## config.mk

```make
export PLATFORM = sky130hd
export DESIGN_NAME = fetch_unit
export DESIGN_NICKNAME = d
export VERILOG_FILES = /design/src/rtl/fetch_unit.sv
export SDC_FILE = /design/constraint.sdc
export NUM_CORES = 1
export LEC_CHECK = 0
export ABC_AREA = 1
export BUFFER_PORTS_ARGS = -buffer_cell sky130_fd_sc_hd__buf_2
export CAP_MARGIN = 5
export CORE_ASPECT_RATIO = 1.2
export CORE_MARGIN = 2
export CORE_UTILIZATION = 43
export DETAILED_ROUTE_END_ITERATION = 12
export MAX_ROUTING_LAYER = met4
export PLACE_DENSITY_LB_ADDON = 0.1
export SKIP_CTS_REPAIR_TIMING = 1
export SLEW_MARGIN = 10
export SYNTH_ARGS = -nofsm -noshare
export SYNTH_HDL_FRONTEND = slang
export SYNTH_SLANG_ARGS = --single-unit
```

## constraint.sdc

```tcl
create_clock -name clk -period 3.7 [get_ports clk]
set_input_delay 0.185 -clock clk [delete_from_list [all_inputs] [get_ports clk]]
set_output_delay 0.185 -clock clk [all_outputs]
set_load 0.005 [all_outputs]
```

## src/rtl/fetch_unit.sv

```systemverilog
// Instruction fetch / PC stage of the 16-bit multi-cycle CPU.
// Owns the PC and IR, fetches over req/ready, retires via pc_src.
module fetch_unit #(
  parameter logic [15:0] RESET_PC = 16'h0000
) (
  input  logic        clk,
  input  logic        rst_n,
  output logic        imem_req,
  output logic [15:0] imem_addr,
  input  logic [15:0] imem_rdata,
  input  logic        imem_ready,
  input  logic [1:0]  pc_src,
  input  logic [15:0] imm,
  input  logic [15:0] rs1_val,
  input  logic        exec_done,
  output logic [15:0] instr_out,
  output logic [3:0]  op_out,
  output logic        instr_valid,
  output logic [15:0] pc_out,
  output logic [15:0] link_out,
  output logic [15:0] retire_cnt,
  output logic        halt
);

  typedef enum logic [1:0] {
    S_FETCH,
    S_EXEC,
    S_HALT
  } state_t;

  state_t      state;
  logic [15:0] nxt_pc;

  always_comb begin
    nxt_pc = pc_out + 16'd2;
    unique case (pc_src)
      2'b01:   nxt_pc = pc_out + imm;
      2'b10:   nxt_pc = rs1_val + imm;
      default: nxt_pc = pc_out + 16'd2;
    endcase
  end

  always_ff @(posedge clk or negedge rst_n) begin
    if (!rst_n) begin
      state      <= S_FETCH;
      pc_out     <= RESET_PC;
      instr_out  <= 16'h0000;
      retire_cnt <= 16'h0000;
      halt       <= 1'b0;
    end else begin
      unique case (state)
        S_FETCH: begin
          if (imem_ready) begin
            instr_out <= imem_rdata;
            state     <= S_EXEC;
          end
        end
        S_EXEC: begin
          if (exec_done) begin
            retire_cnt <= retire_cnt + 16'd1;
            // odd target: fault without committing the PC
            if (nxt_pc[0]) begin
              halt  <= 1'b1;
              state <= S_HALT;
            end else begin
              pc_out <= nxt_pc;
              state  <= S_FETCH;
            end
          end
        end
        S_HALT: ;
        default: state <= S_HALT;
      endcase
    end
  end

  assign imem_req    = (state == S_FETCH);
  assign imem_addr   = pc_out;
  assign instr_valid = (state == S_EXEC);
  assign op_out      = instr_out[15:12];
  assign link_out    = pc_out + 16'd2;

endmodule
```

==> qor.yml, run 1 <==
sta:
  setup-tns-final_ns: 0
  worstMarginPinSlew_ns: 0.7811
  hold_ws_ns: -0.01489
  finalHoldViolCount: 28
  setup_viol: 0
  rsz0062_at_grt: "no"
  period_needed_ns: 2.337
  period_share_pct: 63.17
  skew_ns: 0.006749
  fmax_mhz: 427.9
  slew_viol_final: 0
  relSlewSlack_pct: 47.73
power:
  seqPwrFrac_pct: 42.2
  p_int_uw: 914.6
  irDropWorstVdd_mv: 0.3317
  finalPower_uw: 1294
  powerDensity_nw_per_um2: 239.8
  leakage_uw: 0.003379
  p_clk_share_pct: 37.5
  comb_power_share_pct: 20.3
  p_switching_uw: 379.5
  switching_share_pct: 29.33
detailed_routing:
  remaining_drc_errors: 0
  drt-pass1-iter-count: 4
  vias: 4564
  vias_per_cell: 4.929
  wl_per_cell_um: 13.10
  wirelength_um: 12130
  ant_nets: 0
  drt_iter0_drc: 94
critical_path:
  crit_path_start: "imem_addr[1]"
  reg2reg_depth: 7
  r2r-start: "state[1]"
  end_kind: "output port"
  arrival_ns: 2.15
  critPathLaunchType: "flop"
  rrSetupSlack_ns: 1.39
  critPathMaxFanout: 8
  worstPathRequired_ns: 3.51
  endpoint: "link_out[13]"
  worstSetupPathType: "flop to output port"
  rr_endpoint: "imem_addr[3]"
logic_synthesis:
  yosys.cell_count.top_type: "nand2_1"
  synth_cell_types: 33
  ys_seq_elements: 50
  synth_ff_type: "dfrtp_1"
  synth_common_cells: "nand2_1, inv_1, nand3_1, dfrtp_1, ha_1"
  netlist_instances: 677
  async_reset_ff_share_pct: 100.0
  yosysTopAreaCell: "dfrtp_1"
  synth-edff-count: 0
  synth_top_area_share_pct: 27.38
  yosysSeqAreaShare_pct: 27.38
  syn_area_um2: 4569
  ys.warnings.count: 0
  synth.area.top_cells: "dfrtp_1, nand2_1, inv_1, ha_1, nand3_1"
  syn_avg_cell_area_um2: 6.749
floorplan:
  ioPinCount: 141
  initial_core_util_pct: 43.88
  dieArea_um2: 11470
  chipWidth_um: 98.11
  die_y_um: 116.9
  core-area_um2: 10410
  rows: 41
run_status:
  violations: "negative hold slack"
  status: "finished with violations"
global_route:
  grt_use_met3_pct: 2.138
  grt_util_met2_pct: 41.51
  grt_start_max_net_pins: 51
  grt-ovfl-total: 0
  antenna_found_initial: 0
  grt_pass1_vias: 4440
  grt_usage_pct: 21.99
  grt_use_met1_pct: 25.02
  grt_pass1_wl_um: 20000
  grt-busiest-layer: "met2"
cts:
  clockRootBuffer: "clkbuf_16"
  clock-sinks: 50
  clock_latency_ns: 0.30
  cts_max_path_buffers: 2
  cts.clk_slew.worst_paths_ns: 0.07
  htree_levels: 2
  cts_buffers: 5
  cts_tree: "yes"
placement:
  numPortBuffers: 137
  placed_cell_area_um2: 5241
  dp_hpwl_um: 10080
  place.gp.congestion: 0.8720
  post-place-cells: 918
layout:
  antennaDiodeCount: 0
  fin_area_um2: 5396
  drive_above_1_share_pct: 23.34
  syn2layout_area_growth_pct: 18.10
  layout.cells.non_filler: 926
  layout.nets: 885
flow_run:
  cap_violations: 0
min_path:
  min_path_type: "input port to async pin"
worst min path at each step:
stage	from	to	slack, ns	cells after the start
floorplan	rst_n	halt	-0.11	0
global placement	rst_n	instr_out[1]	0.33	2
detailed placement	rst_n	instr_out[2]	0.33	2
CTS	rst_n	instr_out[2]	0.01	2
global route	rst_n	instr_out[2]	0.06	2
finish	rst_n	instr_out[2]	-0.01	2
critical path: stages (launching register included):
cell	delay [ns]
dfrtp_1	0.53
ha_1	0.24
nand3_1	0.15
nor2_2	0.22
nand3_1	0.17
nor2_2	0.19
nand2_1	0.07
nand2_1	0.10
nand2_1	0.07
buf_2	0.12
state kept, by name (all words and copies together), names as in the netlist:
signal      count
halt            1
imem_addr      15
instr_out      16
retire_cnt     16
state           2
layout by cell type (no fill, tap or decap), types with 5 or more instances in the layout:
master / netlist / final
nand3_1: 62 / 62
clkbuf_16: 0 / 5
ha_1: 33 / 33
xnor2_1: 7 / 7
a21oi_1: 26 / 26
o21ai_0: 19 / 19
xor2_1: 19 / 19
nor3_1: 6 / 6
or2_2: 6 / 6
nand2_1: 223 / 223
mux2_2: 16 / 16
buf_2: 2 / 137
inv_1: 112 / 112
nand4_1: 8 / 8
dfrtp_1: 50 / 50
nor2_4: 6 / 6
nor2_1: 31 / 31
logic make-up (layout without fill, tap and decap cells):
group | after synthesis | in the layout | synth area share, %
xor+xnor | 26 | 26 | 4.984
flops | 50 | 50 | 27.38
buf+inv | 142 | 260 | 13.61
fa+ha+maj | 35 | 35 | 9.912
compound gates | 52 | 52 | 5.997
other cells | 1 | 3 | 0.08207
simple gates | 355 | 355 | 34.09
mux | 16 | 16 | 3.943
power by group through the flow:
stage | clock network [uW] | logic (uW) | registers, uW
floorplan | 0 | 172 | 557
global placement | 0 | 261 | 557
detailed placement | 0 | 264 | 557
CTS | 495 | 265 | 546
global route | 518 | 302 | 546
finish | 485 | 263 | 546
per-stage QoR:
step	util (%)	hold slack, ns	setup WS (ns)
2_1_floorplan	-	-0.1106	1.734
3_3_place_gp	50.33	0.3307	1.208
3_5_place_dp	50.33	0.3313	1.139
4_1_cts	51.82	0.01039	1.323
5_1_grt	51.82	0.05687	1.126
6_report	51.82	-0.01489	1.363
area by class of cell:
class	instances	area, um^2
flip-flops and latches	50	1251
inverters	113	424.2
fillers	1101	5017
clock inverters	2	16.27
clock buffers	6	138.9
multi-input cells	487	2704
repair buffers	139	700.7
well taps	129	161.4
per-layer routing:
| metal | vias to the layer above | share of wire, % |
|---|---|---|
| li1 | 2351 | - |
| met1 | 2111 | 42 |
| met2 | 88 | 52 |
| met3 | 14 | 3.6 |
| met4 | 0 | 1.6 |
| met5 | - | 0 |
Power figures use the tool's default switching activity.
==> run 2: changes to the inputs <==
==> constraint.sdc (replaced) <==
create_clock -name clk -period 1.96 [get_ports clk]
set_input_delay 0.098 -clock clk [delete_from_list [all_inputs] [get_ports clk]]
set_output_delay 0.098 -clock clk [all_outputs]
set_load 0.005 [all_outputs]
==> run 2 against run 1 <==
  * Via count rose by 2.2%
  * Routed wire length rose by 2.3%
  * Critical path depth rose by 1
  * Largest cell class unchanged
  * Worst setup slack got worse by 1.3 ns
  * Design area rose by 5.3%
  * Final cell count rose by 3.0%
  * Largest power group unchanged
  * Global-route usage rose by 0.19 points
  * Die area did not move
  * Critical endpoint is now link_out[15]
  * Utilization rose by 2.7 points
  * Sequential share of layout area fell by 1.1 points
  * The flow now finishes without violations
  * Register-to-register slack got worse by 1.3 ns
==> qor.yml, run 2 (synthesized netlist as in run 1, its figures left out) <==
critical_path:
  arrival_ns: 1.84  # -0.31 ns
  end_kind: "output port"
  path_cells: "buf_6 > ha_4 > nand3_4 > nor2_4 > nand3_4 > nor2_4 > nand2_1 > nand2_1 > nand2_1 > buf_2"
  critPathMaxFanout: 7  # -1
  worstSetupPathType: "flop to output port"
  crit_buf_inv: 2  # +1
  slowest_stage: "dfrtp_2"
  max_stage_delay_ns: 0.39  # -0.14 ns
  critPathLaunchType: "flop"
  rrSetupSlack_ns: 0.04  # -1.35 ns
  worst_path_most_repeated_cell: "nand2_1"
  worstPathRequired_ns: 1.86  # -1.65 ns
  crit_family: "simple AND/OR/NAND/NOR gates"
global_route:
  antenna_found_initial: 0  # unchanged
  grt_usage_pct: 22.18  # +0.19 points
  grt_start_max_net_pins: 51  # unchanged
  grt_pass1_wl_um: 19980  # -0.11%
  grt_pass1_vias: 4441  # +0.023%
  grt-ovfl-total: 0  # unchanged
power:
  comb_power_share_pct: 21.6  # +1.3 points
  switching_share_pct: 29.57  # +0.25 points
  seqPwrFrac_pct: 42.6  # +0.4 points
  p_int_uw: 1703  # +86%
  irDropWorstVdd_mv: 0.4201  # +27%
  p_switching_uw: 715.3  # +88%
  powerDensity_nw_per_um2: 425.8  # +78%
  p_clk_share_pct: 35.7  # -1.8 points
  leakage_uw: 0.003523  # +4.2%
sta:
  fmax_mhz: 516.3
  rsz0062_at_grt: "yes"
  period_needed_ns: 1.937
  finalHoldViolCount: 0  # -100%
  period_share_pct: 98.82
  setup-tns-final_ns: 0  # unchanged
  hold_ws_ns: 0.02720  # +0.04209 ns
  skew_ns: 0.008128  # +0.001379 ns
  worstMarginPinSlew_ns: 0.6614  # -0.1197 ns
  relSlewSlack_pct: 55.80  # +8.1 points
  setup_viol: 0  # unchanged
  slew_viol_final: 0  # unchanged
floorplan:
  rows: 41  # unchanged
  initial_core_util_pct: 43.88  # unchanged
  dieArea_um2: 11470  # unchanged
  core-area_um2: 10410  # unchanged
  ioPinCount: 141  # unchanged
  chipWidth_um: 98.11  # unchanged
  die_y_um: 116.9  # unchanged
placement:
  post-place-cells: 945  # +2.9%
  placed_cell_area_um2: 5445  # +3.9%
  place.gp.congestion: 0.8787  # +0.77%
  numPortBuffers: 137  # unchanged
  dp_hpwl_um: 10240  # +1.6%
cts:
  cts_buffers: 5  # unchanged
  cts_tree: "yes"
  clock_latency_ns: 0.30  # about the same
  htree_levels: 2  # unchanged
  clock-sinks: 50  # unchanged
  cts_max_path_buffers: 2  # unchanged
  clockRootBuffer: "clkbuf_16"
  cts.clk_slew.worst_paths_ns: 0.07  # about the same
detailed_routing:
  vias: 4666  # +2.2%
  wl_per_cell_um: 13.01  # -0.69%
  remaining_drc_errors: 0  # unchanged
  wirelength_um: 12410  # +2.3%
  drt_iter0_drc: 165  # +76%
  ant_nets: 0  # unchanged
  vias_per_cell: 4.891  # -0.77%
  drt-pass1-iter-count: 4  # unchanged
run_status:
  status: "completed"
layout:
  n_fill_cell: 1060  # -3.7%
  layout.nets: 913  # +3.2%
  layout.cells.non_filler: 954  # +3.0%
  final_common_cell: "nand2_1"
  fin_area_um2: 5680  # +5.3%
  antennaDiodeCount: 0  # unchanged
  syn2layout_area_growth_pct: 24.32
  mostFrequentLayoutCells: "nand2_1, buf_2, inv_1, nand3_1, dfrtp_1"
  drive_above_1_share_pct: 27.52  # +4.2 points
min_path:
  min_path_type: "input port to flop"
flow_run:
  cap_violations: 0  # unchanged
==> run 2: through the flow <==
stage	total power (uW)	setup slack (ns)	util (%)
floorplan	1375	0.009820	-
detailed placement	1567	-0.04757	52.29
finish	2419	0.02321	54.55
global placement	1558	-0.02813	52.29
CTS	2435	-0.1382	53.67
global route	2550	-0.06795	54.55
==> run 2: power groups by stage <==
stage / Clock (uW) / Sequential, uW / Combinational [uW]
2_1_floorplan: 0 / 1050 / 324
3_3_place_gp: 0 / 1050 / 507
3_5_place_dp: 0 / 1050 / 515
4_1_cts: 886 / 1030 / 518
5_1_grt: 923 / 1030 / 597
6_report: 864 / 1030 / 523
==> run 2: final cells by class <==
class	count	area (um^2)	area share (%)
Sequential cell	50	1254	22.07
Inverter	113	424.2	7.467
Tap cell	129	161.4	2.841
Clock inverter	3	18.77	0.3304
Multi-Input combinational cell	487	2780	48.94
Clock buffer	5	125.1	2.203
Timing Repair Buffer	167	917.1	16.15
==> run 2: worst reg2reg max path: stages, from the launching register on <==
cell	delay (ns)
dfrtp_2	0.43
ha_2	0.21
fa_2	0.35
nand2_2	0.08
nand2_1	0.07
nand3_2	0.07
nand2_2	0.07
or2_2	0.27
nand3_1	0.06
nand3_1	0.08
nand3_1	0.08
nand2_1	0.05
==> run 2: path summary, 6_finish.rpt <==
kind | start | end | cells past startpoint
worst min register to register | halt | halt | 1
min in group asynchronous | rst_n | instr_out[14] | 3
max in group asynchronous | rst_n | imem_addr[2] | 3
worst max register to register | imem_addr[1] | imem_addr[7] | 11
worst min-delay path | imem_rdata[12] | instr_out[12] | 2
worst max-delay path | imem_addr[1] | link_out[15] | 10
==> run 2: metal layers <==
metal / GRT usage [%] / up-vias / wire length [um]
met1: 26.44 / 2133 / 5347
met2: 39.09 / 112 / 6248
met4: 8.519 / 0 / 300
li1: - / 2402 / -
met5: - / - / 0
met3: 2.138 / 19 / 514
==> run 3: changes to the inputs <==
--- a/config.mk
+++ b/config.mk
@@ -12,6 +12,7 @@
 export CORE_MARGIN = 2
 export CORE_UTILIZATION = 43
 export DETAILED_ROUTE_END_ITERATION = 12
+export HOLD_SLACK_MARGIN = 0.05
 export MAX_ROUTING_LAYER = met4
 export PLACE_DENSITY_LB_ADDON = 0.1
 export SKIP_CTS_REPAIR_TIMING = 1
==> run 3 against run 2 <==
  * Sequential share of layout area is 0.57 points lower
  * First-iteration DRC count increased by 4.8%
  * Via count grew 1.2%
  * Clock power increased by 0.5%
  * Critical endpoint unchanged
  * Fmax rose by 0.87%
==> qor.yml, run 3 (synthesized netlist as in run 1, its figures left out) <==
critical_path:
  arrival_ns: 1.82  # -0.02 ns
  worst_path_most_repeated_cell: "nand2_1"
  cp.depth: 10  # unchanged
  crit_family: "simple AND/OR/NAND/NOR gates"
  critPathMaxFanout: 7  # unchanged
  max_stage_delay_ns: 0.39  # about the same
  slowest_stage: "dfrtp_2"
  crit_path_start: "imem_addr[1]"
  critPathLaunchType: "flop"
  worstPathRequired_ns: 1.86  # about the same
  crit_buf_inv: 2  # unchanged
  worstSetupPathType: "flop to output port"
  reg2reg_depth: 11  # unchanged
  end_kind: "output port"
  r2r-start: "imem_addr[1]"
  path_cells: "buf_6 > ha_4 > nand3_4 > nor2_4 > nand3_4 > nor2_4 > nand2_1 > nand2_1 > nand2_1 > buf_2"
layout:
  syn2layout_area_growth_pct: 27.60
  multiInputGateArea_um2: 2780  # unchanged
  antennaDiodeCount: 0  # unchanged
  final_common_cell: "nand2_1"
  final-seq-area_um2: 1254  # unchanged
  mostFrequentLayoutCells: "nand2_1, buf_2, inv_1, nand3_1, dfrtp_1"
  layout.cells.non_filler: 969  # +1.6%
  drive_above_1_share_pct: 27.02  # -0.49 points
  layout.nets: 928  # +1.6%
  final_util_pct: 55.99  # +1.4 points
  fin_area_um2: 5831  # +2.6%
  n_fill_cell: 1036  # -2.3%
floorplan:
  core-area_um2: 10410  # unchanged
  chipWidth_um: 98.11  # unchanged
  dieArea_um2: 11470  # unchanged
  ioPinCount: 141  # unchanged
  rows: 41  # unchanged
  die_y_um: 116.9  # unchanged
  initial_core_util_pct: 43.88  # unchanged
power:
  finalPower_uw: 2447  # +1.2%
  leakage_uw: 0.003585  # +1.8%
  powerDensity_nw_per_um2: 419.7  # -1.4%
  irDropWorstVdd_mv: 0.4338  # +3.3%
global_route:
  grt_start_max_net_pins: 51  # unchanged
  grt_usage_pct: 22.18  # unchanged
  grt_pass1_wl_um: 19980  # unchanged
  grt_pass1_vias: 4441  # unchanged
  antenna_found_initial: 0  # unchanged
  grt-ovfl-total: 0  # unchanged
placement:
  placed_cell_area_um2: 5445  # unchanged
  numPortBuffers: 137  # unchanged
  dp_hpwl_um: 10240  # unchanged
  place.gp.congestion: 0.8787  # unchanged
  post-place-cells: 945  # unchanged
flow_run:
  cap_violations: 0  # unchanged
sta:
  period_needed_ns: 1.920  # -0.01678 ns
  slew_viol_final: 0  # unchanged
  setup_viol: 0  # unchanged
  setup-tns-final_ns: 0  # unchanged
  worstMarginPinSlew_ns: 0.6717  # +0.01026 ns
  fmax_mhz: 520.8  # +0.87%
  rsz0062_at_grt: "yes"
  relSlewSlack_pct: 55.11  # -0.69 points
  period_share_pct: 97.96  # -0.86 points
  finalHoldViolCount: 0  # unchanged
  skew_ns: 0.006696  # -0.001432 ns
detailed_routing:
  wirelength_um: 12670  # +2.0%
  vias_per_cell: 4.874  # -0.35%
  drt-pass1-iter-count: 4  # unchanged
  wl_per_cell_um: 13.07  # +0.47%
  ant_nets: 0  # unchanged
  vias: 4723  # +1.2%
  drt_iter0_drc: 173  # +4.8%
  remaining_drc_errors: 0  # unchanged
cts:
  clock-sinks: 50  # unchanged
  cts_tree: "yes"
  htree_levels: 2  # unchanged
  cts_max_path_buffers: 2  # unchanged
  cts.clk_slew.worst_paths_ns: 0.07  # about the same
  clockRootBuffer: "clkbuf_16"
  clock_latency_ns: 0.30  # about the same
  cts_buffers: 5  # unchanged
min_path:
  holdPathStages: 2  # unchanged
  min_path_type: "input port to flop"
  hold_start: "exec_done"
run_status:
  status: "completed"
## run 3: changes by cell type in the layout (fill, tap and decap cells not counted)
cell           change
dlygate4sd3_1     +15
## run 3: worst reg2reg max path, cell delays in order (launching register included)
cell and delay (ns):
dfrtp_2 0.43, ha_2 0.21, fa_2 0.35, nand2_2 0.08, nand2_1 0.07, nand3_2 0.07, nand2_2 0.07, or2_2 0.27
nand3_1 0.06, nand3_1 0.08, nand3_1 0.08, nand2_1 0.05
## run 3: stage by stage
step,hold slack (ns),setup slack (ns)
2_1_floorplan,-0.1976,0.009820
3_3_place_gp,0.2513,-0.02813
3_5_place_dp,0.2427,-0.04757
4_1_cts,-0.07743,-0.1382
5_1_grt,0.05699,-0.06795
6_report,0.04186,0.03998
## run 3: final timing paths
check                                end  slack (ns)
hold / removal                  state[0]        0.04
setup / recovery            link_out[15]        0.04
setup reg to reg            imem_addr[7]        0.05
min in group asynchronous  instr_out[14]        0.43
max in group asynchronous   imem_addr[2]        1.08
hold reg to reg                     halt        0.49
## run 3: metal layers
layer	routed length [um]	vias to the layer above	part of all wire [%]	global-route usage (%)
li1	-	2429	-	-
met1	5400	2157	43	26.44
met2	6414	118	51	39.09
met3	549	19	4.3	2.138
met4	300	0	2.4	8.519
met5	0	-	0	-
## run 3: layout make-up
cell class,instances,share of cell area (%)
repair buffers,182,18.30
flip-flops and latches,50,21.50
inverters,113,7.275
well taps,129,2.768
clock inverters,3,0.3219
clock buffers,5,2.146
multi-input cells,487,47.68
## run 3: report_power, final
| part | internal, uW | switching [uW] | leakage, uW | total (uW) |
|---|---|---|---|---|
| combinational | 218 | 330 | 0.00284 | 548 |
| sequential | 1030 | 0 | 0.000671 | 1030 |
| clock | 474 | 395 | 0.0000740 | 868 |
| total | 1720 | 724 | 0.00359 | 2450 |
